==> src/rtl/dmem_pkg.sv <==
`default_nettype none
// ============================================================================
// Module      : dmem_pkg
// Description : Address map of the data-memory / MMIO block and the UART
//               transmitter state encoding.
// Revision    : 1.0 - initial release
// ============================================================================
package dmem_pkg;

    localparam logic [31:0] c_ADDR_LED       = 32'h0000_1000;
    localparam logic [31:0] c_ADDR_TIMER     = 32'h0000_1004;
    localparam logic [31:0] c_ADDR_UART_DATA = 32'h0000_1008;
    localparam logic [31:0] c_ADDR_UART_STAT = 32'h0000_100C;

    typedef enum logic [1:0] {
        UART_IDLE  = 2'd0,
        UART_START = 2'd1,
        UART_DATA  = 2'd2,
        UART_STOP  = 2'd3
    } uartState_t;

endpackage
`default_nettype wire

==> src/rtl/uart_tx_fsm.sv <==
`default_nettype none
// ============================================================================
// Module      : uart_tx_fsm
// Description : 8N1 serial transmitter; accepts a byte only while idle.
// Revision    : 1.0 - initial release
// ============================================================================
module uart_tx_fsm
    import dmem_pkg::*;
#(
    parameter int CLKS_PER_BIT = 16
) (
    input  logic       clk,
    input  logic       reset,
    input  logic       start,
    input  logic [7:0] data,
    output logic       busy,
    output logic       tx
);

    localparam int                  c_BAUD_W    = (CLKS_PER_BIT > 2) ? $clog2(CLKS_PER_BIT) : 1;
    localparam logic [c_BAUD_W-1:0] c_BAUD_LAST = c_BAUD_W'(CLKS_PER_BIT - 1);
    localparam logic [c_BAUD_W-1:0] c_BAUD_ONE  = c_BAUD_W'(1);

    uartState_t          r_state;
    uartState_t          w_stateNext;
    logic [c_BAUD_W-1:0] r_baud;
    logic [c_BAUD_W-1:0] w_baudNext;
    logic [2:0]          r_bitIdx;
    logic [2:0]          w_bitIdxNext;
    logic [7:0]          r_data;
    logic [7:0]          w_dataNext;
    logic                w_bitDone;

    assign w_bitDone = (r_baud == c_BAUD_LAST);
    assign busy      = (r_state != UART_IDLE);

    always_ff @(posedge clk or posedge reset) begin
        if (reset) begin
            r_state  <= UART_IDLE;
            r_baud   <= '0;
            r_bitIdx <= '0;
            r_data   <= '0;
        end else begin
            r_state  <= w_stateNext;
            r_baud   <= w_baudNext;
            r_bitIdx <= w_bitIdxNext;
            r_data   <= w_dataNext;
        end
    end

    // Baud counter defaults to 0, so it reloads on every bit boundary and rests in IDLE.
    always_comb begin
        w_stateNext  = r_state;
        w_baudNext   = '0;
        w_bitIdxNext = r_bitIdx;
        w_dataNext   = r_data;
        tx           = 1'b1;
        case (r_state)
            UART_IDLE: begin
                if (start) begin
                    w_stateNext  = UART_START;
                    w_dataNext   = data;
                    w_bitIdxNext = '0;
                end
            end
            UART_START: begin
                tx = 1'b0;
                if (w_bitDone) begin
                    w_stateNext = UART_DATA;
                end else begin
                    w_baudNext = r_baud + c_BAUD_ONE;
                end
            end
            UART_DATA: begin
                tx = r_data[r_bitIdx];
                if (w_bitDone) begin
                    w_bitIdxNext = r_bitIdx + 3'd1;
                    if (r_bitIdx == 3'd7) begin
                        w_stateNext = UART_STOP;
                    end
                end else begin
                    w_baudNext = r_baud + c_BAUD_ONE;
                end
            end
            UART_STOP: begin
                if (w_bitDone) begin
                    w_stateNext = UART_IDLE;
                end else begin
                    w_baudNext = r_baud + c_BAUD_ONE;
                end
            end
            default: begin
                w_stateNext = UART_IDLE;
            end
        endcase
    end

endmodule
`default_nettype wire

==> src/rtl/dmem_mmio.sv <==
`default_nettype none
// ============================================================================
// Module      : dmem_mmio
// Description : Core data memory with memory-mapped LED, free-running timer
//               and UART transmitter; single-cycle combinational load path.
// Revision    : 1.0 - initial release
// ============================================================================
module dmem_mmio
    import dmem_pkg::*;
#(
    parameter int DEPTH_WORDS  = 64,
    parameter int CLKS_PER_BIT = 16
) (
    input  logic        clk,
    input  logic        reset,
    input  logic        MemWrite,
    input  logic [31:0] DataAdr,
    input  logic [31:0] WriteData,
    output logic [31:0] ReadData,
    output logic [7:0]  led,
    output logic        uart_tx
);

    localparam int c_ADDR_BITS = $clog2(DEPTH_WORDS);

    logic [31:0]            r_mem [DEPTH_WORDS];
    logic [7:0]             r_led;
    logic [31:0]            r_timer;
    logic [c_ADDR_BITS-1:0] w_ramIdx;
    logic                   w_ramSel;
    logic                   w_ledSel;
    logic                   w_timerSel;
    logic                   w_uartDataSel;
    logic                   w_uartStatSel;
    logic                   w_storeEn;
    logic                   w_uartStart;
    logic                   w_uartBusy;
    logic                   w_unused;

    // Byte offset within a word plays no part in decode.
    assign w_unused      = &{1'b0, DataAdr[1:0]};
    assign w_ramIdx      = DataAdr[c_ADDR_BITS+1:2];
    assign w_ramSel      = (DataAdr[31:c_ADDR_BITS+2] == '0);
    assign w_ledSel      = (DataAdr[31:2] == c_ADDR_LED[31:2]);
    assign w_timerSel    = (DataAdr[31:2] == c_ADDR_TIMER[31:2]);
    assign w_uartDataSel = (DataAdr[31:2] == c_ADDR_UART_DATA[31:2]);
    assign w_uartStatSel = (DataAdr[31:2] == c_ADDR_UART_STAT[31:2]);

    assign w_storeEn   = MemWrite & ~reset & w_ramSel;
    assign w_uartStart = MemWrite & w_uartDataSel;
    assign led         = r_led;

    // RAM contents survive reset; only the store strobe is blocked during it.
    always_ff @(posedge clk) begin
        if (w_storeEn) begin
            r_mem[w_ramIdx] <= WriteData;
        end
    end

    always_ff @(posedge clk or posedge reset) begin
        if (reset) begin
            r_led   <= '0;
            r_timer <= '0;
        end else begin
            if (MemWrite && w_ledSel) begin
                r_led <= WriteData[7:0];
            end
            if (MemWrite && w_timerSel) begin
                r_timer <= '0;
            end else begin
                r_timer <= r_timer + 32'd1;
            end
        end
    end

    always_comb begin
        ReadData = '0;
        if (w_ramSel) begin
            ReadData = r_mem[w_ramIdx];
        end else if (w_ledSel) begin
            ReadData = {24'b0, r_led};
        end else if (w_timerSel) begin
            ReadData = r_timer;
        end else if (w_uartStatSel) begin
            ReadData = {31'b0, w_uartBusy};
        end
    end

    uart_tx_fsm #(
        .CLKS_PER_BIT (CLKS_PER_BIT)
    ) u_uartTx (
        .clk   (clk),
        .reset (reset),
        .start (w_uartStart),
        .data  (WriteData[7:0]),
        .busy  (w_uartBusy),
        .tx    (uart_tx)
    );

endmodule
`default_nettype wire

==> config.mk <==
export PLATFORM = sky130hd
export DESIGN_NAME = dmem_mmio
export DESIGN_NICKNAME = d
export VERILOG_FILES = /design/src/rtl/dmem_pkg.sv /design/src/rtl/uart_tx_fsm.sv /design/src/rtl/dmem_mmio.sv
export SDC_FILE = /design/constraint.sdc
export NUM_CORES = 2
export LEC_CHECK = 0
export BUFFER_PORTS_ARGS = -buffer_cell sky130_fd_sc_hd__buf_2
export CELL_PAD_IN_SITES_DETAIL_PLACEMENT = 1
export CELL_PAD_IN_SITES_GLOBAL_PLACEMENT = 1
export CORE_AREA = 2 2 526 528
export DETAILED_ROUTE_END_ITERATION = 12
export DIE_AREA = 0 0 528 530
export GPL_TIMING_DRIVEN = 0
export PLACE_DENSITY_LB_ADDON = 0.1
export RECOVER_POWER = 50
export SETUP_SLACK_MARGIN = 0.3
export SLEW_MARGIN = 40
export SYNTH_ARGS = -nofsm -noshare
export SYNTH_HDL_FRONTEND = slang
export SYNTH_SLANG_ARGS = --single-unit
==> constraint.sdc <==
create_clock -name clk -period 3.76 [get_ports clk]
set_input_delay 0.94 -clock clk [delete_from_list [all_inputs] [get_ports clk]]
set_output_delay 0.94 -clock clk [all_outputs]
set_load 0.005 [all_outputs]
Word-level counts from Yosys, hierarchy flattened --
Memories as Yosys holds them, arrays and structs flattened. Cells that the tools add are included.
Cells by class: divide/modulo/power cells 0, magnitude comparators 1, equal/unequal tests 14, reduce and logical (&&, ||, !) cells 10, shift operators 0, bitwise gates (word level) 4, multipliers 0, add/subtract/negate cells 3, mux-type cells 21
Operators by type and width (count):
- $mux 32 | 4
- $eq 30x11->1 const B | 4
- $add 32x1->32 const B | 1
- $logic_not 24->1 | 1
- $mux 2 | 5
- $ne 2x1->1 const B | 5
- $mux 4 | 2
- $pmux 2 s4 | 1
- $mux 3 | 2
- $pmux 3 s2 | 1
- $reduce_and 5->1 | 1
- $add 4x1->4 const B | 1
- $eq 2x2->1 const B | 2
- $eq 4x4->1 const B | 1
- $lt 3x4->1 const B | 1
- $mux 1 | 4
- $reduce_bool 2->1 | 2
- $add 3x1->3 const B | 1
- $and 1x1->1 | 3
- $bmux 1 s3 | 1
- $eq 3x3->1 const B | 1
- $reduce_and 3->1 | 1
- $reduce_or 3->1 | 1
- $eq 2x1->1 const B | 1
- other kinds (5) | 6
Word-level totals: latch bits 0, bits in writable memories 2048, bits in registers 57, logic and storage cells 60, output and inout bits 41, bits in read-only memories 0, memories kept 1, bits of input ports 67
Memories:
- r_mem | words 64, width 32, read ports 1, clocked after Yosys merged registers in 0, write ports 1, line dmem_mmio.sv:26 | logic [31:0] r_mem [DEPTH_WORDS];

Longest topological paths before layout --
depth in word-level cells 5, depth in mapped cells 11, depth with buffers taken out 8

Hierarchy --
A second synthesis with hierarchy kept.
Unflattened totals: cells, all modules 4597, area total of the unflattened synthesis 82053.7 µm²
By module, submodules not included:
- dmem_mmio | instances 1, cells each 4516, area an instance 81132.8 µm², sequential area each 62499.9 µm²
- uart_tx_fsm | instances 1, cells each 81, area an instance 920.9 µm², sequential area each 425.4 µm²

Worst setup path after synthesis --
Ideal clock, no wire load.
path type input port to flip-flop, start input reset, end memory r_mem[12][0], enable pin, required time 3339 ps, path buffers 0, stages 5, slack -1034 ps, library setup time 421 ps, arrival time 4373 ps, cells stage by stage inv_1 > nand3_1 > nor4_1 > nand2_1 > nor2_1
Between the ends: cells in the longest elaborated chain, start to end 5
RTL lines:
- start, declared | line dmem_mmio.sv:15 | input logic reset,
- $not 1->1 | line dmem_mmio.sv:49 | assign w_storeEn = MemWrite & ~reset & w_ramSel;
- $and 1x1->1 (2 in series) | line dmem_mmio.sv:49
- $mux 1 | line dmem_mmio.sv:55 | if (w_storeEn) begin
- $mux 1 (implied by the code) | line dmem_mmio.sv:56 | r_mem[w_ramIdx] <= WriteData;
- end, declared | line dmem_mmio.sv:26
Every way passes these cells.

Worst setup path in the final report --
start input DataAdr[4], end output ReadData[9]
Between the ends: cells in the longest elaborated chain, start to end 4, elaborated cells on any way between the ends 6, those cells by class eq/ne: 2; mux: 3; memory: 1
RTL lines:
- start, declared | line dmem_mmio.sv:17 | input logic [31:0] DataAdr,
- branches (longest 3 deep; another with $mem_v2 64x32)
- $mux 32 (*) | line dmem_mmio.sv:78 | if (w_ramSel) begin
- end, declared | line dmem_mmio.sv:19 | output logic [31:0] ReadData,
Every way passes the cells marked *.

==> reports/qor.yml <==
vdd.ir_drop.worst_mv: 0.3578
area_growth_pct: 28.92
synth_top_area_cell: "edfxtp_1"
status: "finished, violations left"
synthAdderAreaFrac: 0.001221
grt_pass1_wl_um: 465300
p_per_area_mw_per_mm2: 493.4
num_vias: 51130
cellLeakagePower_nw: 34.40
synth_xor_area_frac: 0.003312
r2r_slack_ns: 1.08
clock-sinks: 2105
overflow: 0
syn_inst: 4657
yosysSeqAreaShare: 0.7675
cts_tree: "done"
synth_compound_area_frac: 0.1072
root_buffer: "clkbuf_16"
antenna_found_initial: 28
io_buffers: 104
setup_viol: 95
ctsHtreeMaxLevel: 4
register_area_mm2: 0.06293
ios: 108
grt_max_degree: 65
drive_gt1_frac: 0.2871
coreArea_mm2: 0.2748
rsz0062_at_grt: "true"
grt_pass1_vias: 50730
dieArea_mm2: 0.2798
holdPathStages: 1
die_h_um: 530
hold_viol_final: 0
synth.most_common_cell: "edfxtp_1"
drt-initial-drc-count: 6274
startpoint: "DataAdr[4]"
synth_warnings: 0
drc: 0
cts.clk_slew.worst_paths_ns: 0.06
violations: "max-capacitance violations, max-slew violations, negative setup slack"
instances_no_fill: 9183
cap_violations: 40
die_w_um: 528
multiInputGateArea_mm2: 0.02139
avgSynthCellArea_um2: 17.60
rr_endpoint: "u_uartTx.r_data[3]$_DFFE_PP0P_"
r2r_start: "u_uartTx.r_state[1]$_DFFE_PP0P_"
layout.nets: 5443
hold_class: "reg2reg"
yosys-top-cells-area: "edfxtp_1, mux2i_1, a221oi_1"
cp_max_fo: 10
final_cell_area_mm2: 0.1057
timing.final.max_slew_violations: 1394
relSlewSlack: -1.416
r2r_cells: 5
synthTopCellsByCount: "edfxtp_1, mux2i_1, a221oi_1"
min_from: "u_uartTx.r_baud[0]$_DFF_PP0_"
synth_nets: 4732
async_reset_ff_frac: 0.02708
fin_crit_sh: 1.221
first_pass_iters: 5
synth_area_mm2: 0.08198
placed_area_mm2: 0.09232
fmax_ghz: 0.2178
nFillCells: 26710
startpoint_type: "primary input"
synth_top_family_by_area: "compound AO/OA/AOI/OAI gates"
dp.cells: 8592
clk_latency_ns: 0.92
hpwl_um: 248400
finalCriticalPeriod_ns: 4.591
crit_type: "in2out"
worstPathArrival_ns: 3.65
whs_endpoint: "u_uartTx.r_baud[0]$_DFF_PP0_"
required_ns: 2.82
track_usage: 0.2447
whs_ns: 0.4989
core.rowCount: 193
yosys.area_share.simple: 0.03316
cts_inserted_buffers: 240
wire_per_inst_um: 38.24
gp_congestion: 0.9340
synth_mux_area_frac: 0.06822
finalPower_mw: 52.15
start_util: 0.2983
ys_types: 78
wl_um: 351200
finalClockSkew_ns: 0.01502
cp-end-kind: "output port"
synth_seq_cells: 2105
tightest_slew_ns: 3.624
layout_setup_ws_ns: -0.8314
detail-route-antenna-nets: 0
cts_buffer_depth: 4
synth-edff-count: 2048
viasPerCell: 5.568
synth_top_area_share: 0.7501
pre_cts_ws_ns: -2.687
synth_ff_type: "edfxtp_1"
## worst max-delay path by stage
| stage | end | slack [ns] | cells after the start |
|---|---|---|---|
| after detailed placement | ReadData[5] | -2.69 | 11 |
| after floorplan | r_mem[3][0]$_DFFE_PP_ | 0.04 | 8 |
| after global placement | ReadData[16] | -6.16 | 11 |
| final | ReadData[9] | -0.83 | 12 |
| after CTS | ReadData[17] | -0.81 | 13 |
| after global routing | ReadData[17] | -0.84 | 13 |
## flip-flops by register name, indices dropped and copies added (netlist names)
name and cells:
u_uartTx.r_data 8, u_uartTx.r_bitIdx 3, u_uartTx.r_baud 4, u_uartTx.r_state 2, r_mem 2048, led 8
r_timer 32
## cells by family after synthesis
kind of cell             Yosys count
buffers and inverters            356
XOR/XNOR                          31
AO/OA/AOI/OAI                   1144
AND/OR/NAND/NOR                  505
flip-flops                      2105
multiplexers                     508
adder cells (fa/ha/maj)            8
## placed cells by master, fill, tap and decap left out, types with 37 or more instances in the layout
cell / instances
a31oi_1: 41
a32oi_1: 83
buf_12: 51
edfxtp_1: 2048
clkbuf_2: 74
a221oi_1: 143
clkbuf_1: 123
buf_16: 104
a221oi_2: 42
nor2_1: 100
clkbuf_4: 39
a31oi_4: 38
a21oi_1: 55
clkinv_1: 68
nor2b_1: 125
buf_2: 97
o21ai_0: 41
buf_6: 76
buf_4: 159
nand2_1: 46
mux2i_1: 409
dfrtp_1: 56
clkbuf_16: 254
buf_8: 90
clkinv_2: 43
clkbuf_8: 37
o22a_1: 105
nor2_4: 70
a221o_1: 103
a22oi_1: 51
o22ai_1: 107
## stage by stage
| stage | setup TNS, ns | utilization |
|---|---|---|
| detailed placement | -2603.95 | 0.3359 |
| floorplan | 0 | - |
| global route | -37.32 | 0.3845 |
| CTS | -22.45 | 0.3812 |
| finish | -25.38 | 0.3846 |
| global placement | -6424.49 | 0.3172 |
## area by class of cell
cell class	instances	area share
sequential	2105	0.5954
multi-input combinational	2196	0.2023
clock buffer	302	0.06002
timing repair buffer	469	0.05463
tap	3607	0.04270
buffer	346	0.03549
clock inverter	131	0.008606
inverter	10	0.0004262
antenna	17	0.0004025
## critical path: stages
cell       delay, ns
buf_12          0.13
buf_16          0.18
nor2_2          0.12
buf_6           0.21
clkbuf_4        0.26
a32oi_1         0.24
a31oi_1         0.17
a2111oi_4       0.46
buf_4           0.25
nand4_1         0.22
a22o_1          0.31
buf_2           0.14
## timing repair
item,4_1_cts,5_1_grt
buffers inserted,59,68
pin swaps,103,79
endpoints found under the hold margin,3,0
endpoints found under the setup margin,1825,527
resized for setup,1042,199
gates cloned,9,3
hold buffers,2,0
## layer usage
layer  GRT usage  up-vias  wire (µm)
met5           0        -          0
met4     0.07208        0      12480
met3     0.03827      454      24250
met2      0.3847     2055     159600
met1      0.3481    27710     154800
li1            -    20920          -
## power breakdown
group	internal [mW]	switching (mW)	total [mW]
combinational	1.25	2.84	4.09
clock	12.5	9.84	22.3
sequential	25.8	0.00000173	25.8
total	39.5	12.7	52.1
Power figures use the tool's default switching activity.
